===== src/rtl/coin_lane_scheduler.sv =====
// Per-frame sequencer for the three lane coin sprites: spawning, fall motion,
// perspective scale, pickup/miss detection and score keeping.
module coin_lane_scheduler #(
    parameter logic [15:0] Y_START   = 16'd0,
    parameter logic [15:0] Y_END     = 16'd592,
    parameter logic [15:0] SCALE2_Y  = 16'd300,
    parameter logic [15:0] SCALE4_Y  = 16'd450,
    parameter logic [15:0] HIT_Y_MIN = 16'd500,
    parameter int          SPAWN_GAP = 60,
    parameter logic [15:0] LFSR_SEED = 16'hACE1
) (
    input  logic        i_clk,
    input  logic        i_reset,
    input  logic        i_frame_tick,
    input  logic        i_enable,
    input  logic [1:0]  i_penguin_lane,
    output logic [2:0]  o_coin_active,
    output logic [47:0] o_coin_y,
    output logic [5:0]  o_coin_scale,
    output logic [15:0] o_score,
    output logic        o_score_pulse,
    output logic        o_miss_pulse,
    output logic [2:0]  o_miss_lanes
);

    localparam logic [15:0] Y_PARK = 16'd1000;
    localparam int GAP_W = $clog2(SPAWN_GAP + 1);
    localparam logic [GAP_W-1:0] GAP_MAX = GAP_W'(SPAWN_GAP);

    typedef enum logic {IDLE, FALL} lane_state_t;

    lane_state_t      state      [3];
    lane_state_t      state_next [3];
    logic [15:0]      y          [3];
    logic [15:0]      y_next     [3];
    logic [1:0]       scale      [3];
    logic [1:0]       scale_next [3];
    logic [15:0]      score, score_next;
    logic             score_pulse, score_pulse_next;
    logic             miss_pulse, miss_pulse_next;
    logic [2:0]       miss_lanes, miss_lanes_next;
    logic [GAP_W-1:0] gap_cnt, gap_next;
    logic [15:0]      lfsr, lfsr_next;

    logic       update;
    logic [2:0] idle_pre;
    logic [2:0] collect;
    logic [2:0] miss;
    logic       spawn;
    logic [1:0] spawn_lane;

    function automatic logic [1:0] scale_of(input logic [15:0] yv);
        if (yv < SCALE2_Y)      scale_of = 2'd0;
        else if (yv < SCALE4_Y) scale_of = 2'd1;
        else                    scale_of = 2'd2;
    endfunction

    function automatic logic [15:0] lfsr_step(input logic [15:0] v);
        lfsr_step = {v[14:0], v[15] ^ v[13] ^ v[12] ^ v[10]};
    endfunction

    // Candidate 3 folds onto lane 0; search wraps c, c+1, c+2 modulo 3.
    function automatic logic [1:0] pick_lane(input logic [2:0] idle, input logic [1:0] raw);
        logic [1:0] c;
        logic [2:0] s;
        c = (raw == 2'd3) ? 2'd0 : raw;
        pick_lane = 2'd0;
        for (int k = 2; k >= 0; k--) begin
            s = {1'b0, c} + 3'(k);
            if (s >= 3'd3) s = s - 3'd3;
            if (idle[s[1:0]]) pick_lane = s[1:0];
        end
    endfunction

    assign update = i_frame_tick & i_enable;

    always_comb begin
        for (int n = 0; n < 3; n++) begin
            state_next[n] = state[n];
            y_next[n]     = y[n];
            scale_next[n] = scale[n];
            idle_pre[n]   = (state[n] == IDLE);
            collect[n]    = 1'b0;
            miss[n]       = 1'b0;
        end
        score_next       = score;
        score_pulse_next = 1'b0;
        miss_pulse_next  = 1'b0;
        miss_lanes_next  = miss_lanes;
        gap_next         = gap_cnt;
        lfsr_next        = lfsr;
        spawn            = 1'b0;
        spawn_lane       = pick_lane(idle_pre, lfsr[1:0]);

        if (update) begin
            for (int n = 0; n < 3; n++) begin
                if (state[n] == FALL) begin
                    if (y[n] > HIT_Y_MIN && y[n] < Y_END && i_penguin_lane == 2'(n)) begin
                        collect[n]    = 1'b1;
                        state_next[n] = IDLE;
                        y_next[n]     = Y_PARK;
                        scale_next[n] = 2'd0;
                    end else if (y[n] == Y_END) begin
                        miss[n]       = 1'b1;
                        state_next[n] = IDLE;
                        y_next[n]     = Y_PARK;
                        scale_next[n] = 2'd0;
                    end else begin
                        y_next[n]     = y[n] + 16'd1;
                        scale_next[n] = scale_of(y[n] + 16'd1);
                    end
                end
            end

            if (|collect) begin
                score_pulse_next = 1'b1;
                if (score != 16'hFFFF) score_next = score + 16'd1;
            end
            if (|miss) begin
                miss_pulse_next = 1'b1;
                miss_lanes_next = miss;
            end

            // Eligibility uses the pre-tick idle set, so a lane freed above waits a tick.
            if (gap_cnt >= GAP_MAX && |idle_pre) begin
                spawn     = 1'b1;
                gap_next  = '0;
                lfsr_next = lfsr_step(lfsr);
                for (int n = 0; n < 3; n++) begin
                    if (spawn_lane == 2'(n)) begin
                        state_next[n] = FALL;
                        y_next[n]     = Y_START;
                        scale_next[n] = 2'd0;
                    end
                end
            end else begin
                gap_next = (gap_cnt >= GAP_MAX) ? GAP_MAX : gap_cnt + 1'b1;
            end
        end
    end

    always_ff @(posedge i_clk or posedge i_reset) begin
        if (i_reset) begin
            for (int n = 0; n < 3; n++) begin
                state[n] <= IDLE;
                y[n]     <= Y_PARK;
                scale[n] <= 2'd0;
            end
            score       <= '0;
            score_pulse <= 1'b0;
            miss_pulse  <= 1'b0;
            miss_lanes  <= '0;
            gap_cnt     <= '0;
            lfsr        <= LFSR_SEED;
        end else begin
            for (int n = 0; n < 3; n++) begin
                state[n] <= state_next[n];
                y[n]     <= y_next[n];
                scale[n] <= scale_next[n];
            end
            score       <= score_next;
            score_pulse <= score_pulse_next;
            miss_pulse  <= miss_pulse_next;
            miss_lanes  <= miss_lanes_next;
            gap_cnt     <= gap_next;
            lfsr        <= lfsr_next;
        end
    end

    assign o_coin_active = {state[2] == FALL, state[1] == FALL, state[0] == FALL};
    assign o_coin_y      = {y[2], y[1], y[0]};
    assign o_coin_scale  = {scale[2], scale[1], scale[0]};
    assign o_score       = score;
    assign o_score_pulse = score_pulse;
    assign o_miss_pulse  = miss_pulse;
    assign o_miss_lanes  = miss_lanes;

endmodule


===== config.mk =====
export PLATFORM = sky130hd
export DESIGN_NAME = coin_lane_scheduler
export DESIGN_NICKNAME = d
export VERILOG_FILES = /design/src/rtl/coin_lane_scheduler.sv
export SDC_FILE = /design/constraint.sdc
export NUM_CORES = 1
export LEC_CHECK = 0
export ABC_AREA = 1
export CAP_MARGIN = 10
export CELL_PAD_IN_SITES_DETAIL_PLACEMENT = 1
export CELL_PAD_IN_SITES_GLOBAL_PLACEMENT = 1
export CORE_ASPECT_RATIO = 0.8
export CORE_MARGIN = 2
export CORE_UTILIZATION = 41
export CTS_BUF_LIST = sky130_fd_sc_hd__clkbuf_8
export CTS_CLUSTER_DIAMETER = 200
export DETAILED_ROUTE_END_ITERATION = 12
export PLACE_DENSITY_LB_ADDON = 0.12
export SLEW_MARGIN = 10
export SYNTH_ARGS = -nofsm -noshare
export SYNTH_HDL_FRONTEND = slang
export SYNTH_SLANG_ARGS = --single-unit
export TNS_END_PERCENT = 30

===== constraint.sdc =====
create_clock -name i_clk -period 3.7 [get_ports i_clk]
set_clock_uncertainty 0.1 [all_clocks]
set_input_delay 0.37 -clock i_clk [delete_from_list [all_inputs] [get_ports i_clk]]
set_output_delay 0.37 -clock i_clk [all_outputs]
set_load 0.05 [all_outputs]

==> results by group <==
Status
  – Outcome: finished, final reports clean

Floorplanning
  – Core area: approximately 0.017 mm^2
  – Die width: 149 um
  – Std cell rows: 42
  – Die Area: between 0.015 and 0.02 mm^2
  – Die span in y: 120 um
  – Initial Utilization: a little over two fifths
  – # IOs: 84

Timing
  – Relative slew slack: 55.6%
  – Max-slew violation count: 0
  – Final number of setup-violating endpoints: 0
  – Post-layout min period: 2860 ps
  – RSZ-0062 raised after global routing: no
  – Tcrit/Tclk final: a little under 80%
  – Fin. Hold Viols: 0
  – F_max: 0.350 GHz
  – Slew @ Worst Pin: ~670 ps
  – Setup TNS: 0 ps
  – Setup slack after layout: 841 ps
  – Hold slack final: 254 ps

Setup path
  – R2r startpoint: lfsr[0]$_DFFE_PP1P_
  – Worst Path Required: around 3900 ps
  – Bufs and invs on worst path: 3
  – CP Launch Point: lfsr[0]$_DFFE_PP1P_
  – Cells along the critical path: inv_1 -> ha_1 -> inv_1 -> a21oi_1 -> o21ai_1 -> nand2_1 -> o21ai_1 -> a21oi_1 -> nand3_1 -> nand2_1 -> inv_1 -> nand2_1 -> nand2_1
  – Crit end category: flip-flop
  – Critical path arrival: a little over 3000 ps
  – CP max FO: 15
  – Largest stage delay, worst path: around 540 ps
  – Critical path class: flip-flop to flip-flop
  – Worst path most repeated cell: nand2_1
  – Crit path launch type: flip-flop
  – Reg2reg end: o_coin_scale[0]$_DFFE_PP0P_
  – Critical path depth: 13
  – CP max stage cell: dfstp_2
  – CP top delay family: simple AND/OR/NAND/NOR gates
  – Reg2Reg Depth: 13
  – Setup crit end: o_coin_scale[0]$_DFFE_PP0P_
  – R2R setup slack: 840 ps

Clock tree
  – Post-CTS setup repair buffer count: 0
  – Root buffer cell: clkbuf_8
  – Clock-pin transition on the worst setup and hold timing paths: 110 ps
  – Clk Latency, worst-skew pair: 400 ps
  – CTS resizes: 0
  – CTS sink cnt: 100
  – Number of CTS-inserted buffers: 9
  – H-tree lvl count: 3
  – Clk buf depth: 2
  – Hold Buf Count CTS: 0
  – CTS tree: built

Power
  – Share of power burned in registers: about a third
  – Switching Fraction: a little over half
  – Clock Power Share: roughly an eighth
  – P_int: between 2 and 3 mW
  – Leak Pwr: 3.71 nW
  – Combinational share of power: 55.2%
  – Peak supply drop: 375 uV
  – P per Cell Area: 746 mW/mm^2
  – NetSw: 3.20 mW

Finish
  – Final core utilization: 49.1%
  – Area grow syn2layout: 17.4%
  – Area of the multi-input gates: 0.00378 mm^2
  – FILL cells: between 2000 and 2500
  – N_diodes: 0
  – Final nets: 1117
  – Register area: roughly 0.0025 mm^2
  – Layout cells sized above 1: 5.79%

Synth
  – Post-synth EDFFs: 0
  – Synth top area share: 26.8%
  – FF+latch count, synth: 100
  – Seq/Total Area, Yosys: 36.7%
  – Synth top area cells: dfrtp_1 (27%), nand2_1 (19%), dfstp_2 (9.9%)
  – Synthesized area: approximately 0.0069 mm^2
  – Ys Warns: 0
  – Dominant synthesized flop cell: dfrtp_1
  – Syn_nets: 1052
  – Netlist cell types: 40
  – Largest area contributor in the netlist: dfrtp_1
  – Syn Inst Count: 1036
  – Synth top cells by count: nand2_1 (345), inv_1 (111), nor2_1 (101)
  – Most common cell in the synthesized netlist: nand2_1
  – FFs w/ async S/R, synth: 100%
  – Syn_area_per_cell: 6.66 um^2

GRT
  – GRT Residual Overflow: 0
  – Vias in the first global route: between 7000 and 8000
  – Initial antenna violation count: 0
  – Total track usage: 25.1%
  – First-pass GRT wire length: about 36 mm
  – Largest net degree at the start of global routing: 62

Job
  – Max-Cap Viols: 0

Drt
  – DRC Markers: 0
  – Iter 0 DRT Violations: 502
  – Vias/cell: 5.40
  – Final wirelength: 21.4 mm
  – DR pass1 iterations: 5
  – WL/cell: around 16 um
  – Via Count: 7158
  – Final ANT Viol Nets: 0

Min path
  – Hold Crit Class: primary input to asynchronous set/reset pin

Placement
  – Final GP Congestion: 0.835
  – DPL Wire Length: about 16 mm
  – Pre-CTS WS: 859 ps
  – Buffers on Ports: between 80 and 90
-- final cells by class --
cell class / count / area share [%]
timing repair buffer: 91 / 11.2
inverter: 112 / 5.22
tap: 220 / 3.40
multi-input combinational: 787 / 46.7
clock inverter: 6 / 0.571
sequential: 100 / 31.3
clock buffer: 10 / 1.70
-- through the flow --
step           cells  cell area [um^2]  total power, mW
2_1_floorplan   1036              6900             4.29
3_3_place_gp    1310              7920             5.26
3_5_place_dp    1310              7920             5.35
4_1_cts         1326              8100             6.08
5_1_grt         1326              8100             6.54
6_report        1326              8100             6.05
-- cell families after synthesis --
group / count (synthesis) / synth area share (%)
AND/OR/NAND/NOR: 604 / 37.5
buffers and inverters: 149 / 8.50
AO/OA/AOI/OAI: 141 / 11.4
flip-flops: 100 / 36.7
XOR/XNOR: 31 / 3.93
adder cells (fa/ha/maj): 10 / 1.81
multiplexers: 1 / 0.163
-- state kept, by name, indices dropped and copies added, names as in the netlist --
name / flops
o_miss_pulse: 1
o_coin_active: 3
gap_cnt: 6
lfsr: 16
o_miss_lanes: 3
o_coin_scale: 6
o_score_pulse: 1
o_coin_y: 48
o_score: 16
-- power groups by stage --
stage                     combinational (mW)  sequential, mW  clock (mW)
after global routing                    3.70            2.08       0.764
after global placement                  3.26            2.00           0
after detailed placement                3.33            2.02           0
final                                   3.33            2.00       0.710
after floorplan                         1.66            2.64           0
after CTS                               3.35            2.00       0.733
-- routing by layer --
metal	part of all wire, %	routed length, um	track usage, %
met1	51	10900	36.9
met2	44	9480	38.6
met3	3.7	790	4.41
met4	1.1	235	5.30
met5	0	0	0
-- cell usage in the layout (no fill, tap or decap), types with 5 or more instances in the layout --
cell	n
a21oi_1	12
buf_4	7
clkbuf_8	10
clkdlybuf4s50_1	83
dfrtp_1	74
dfstp_2	26
ha_1	10
inv_1	111
nand2_1	344
nand3_1	77
nand4_1	43
nor2_1	101
nor3_1	19
nor4_1	5
o21ai_0	80
o21ai_1	8
o22ai_1	32
xnor2_1	10
xor2_1	21
-- how the worst min path moves through the flow --
stage	from	end	cells past startpoint
after detailed placement	lfsr[7]$_DFFE_PP1P_	lfsr[7]$_DFFE_PP1P_	2
after floorplan	lfsr[7]$_DFFE_PP1P_	lfsr[7]$_DFFE_PP1P_	2
after global placement	lfsr[11]$_DFFE_PP1P_	lfsr[11]$_DFFE_PP1P_	2
after global routing	i_reset	lfsr[8]$_DFFE_PP0P_	2
after CTS	i_reset	o_coin_scale[1]$_DFFE_PP0P_	2
final	i_reset	lfsr[8]$_DFFE_PP0P_	2
-- worst register-to-register path, stage by stage, from the launching register on --
cell and delay (ps):
dfstp_2 540, inv_1 60, ha_1 290, inv_1 90
a21oi_1 180, o21ai_1 110, nand2_1 90, o21ai_1 70
a21oi_1 260, nand3_1 120, nand2_1 440, inv_1 230
nand2_1 130, nand2_1 50
Note: power is estimated with default switching activity, not from simulation.
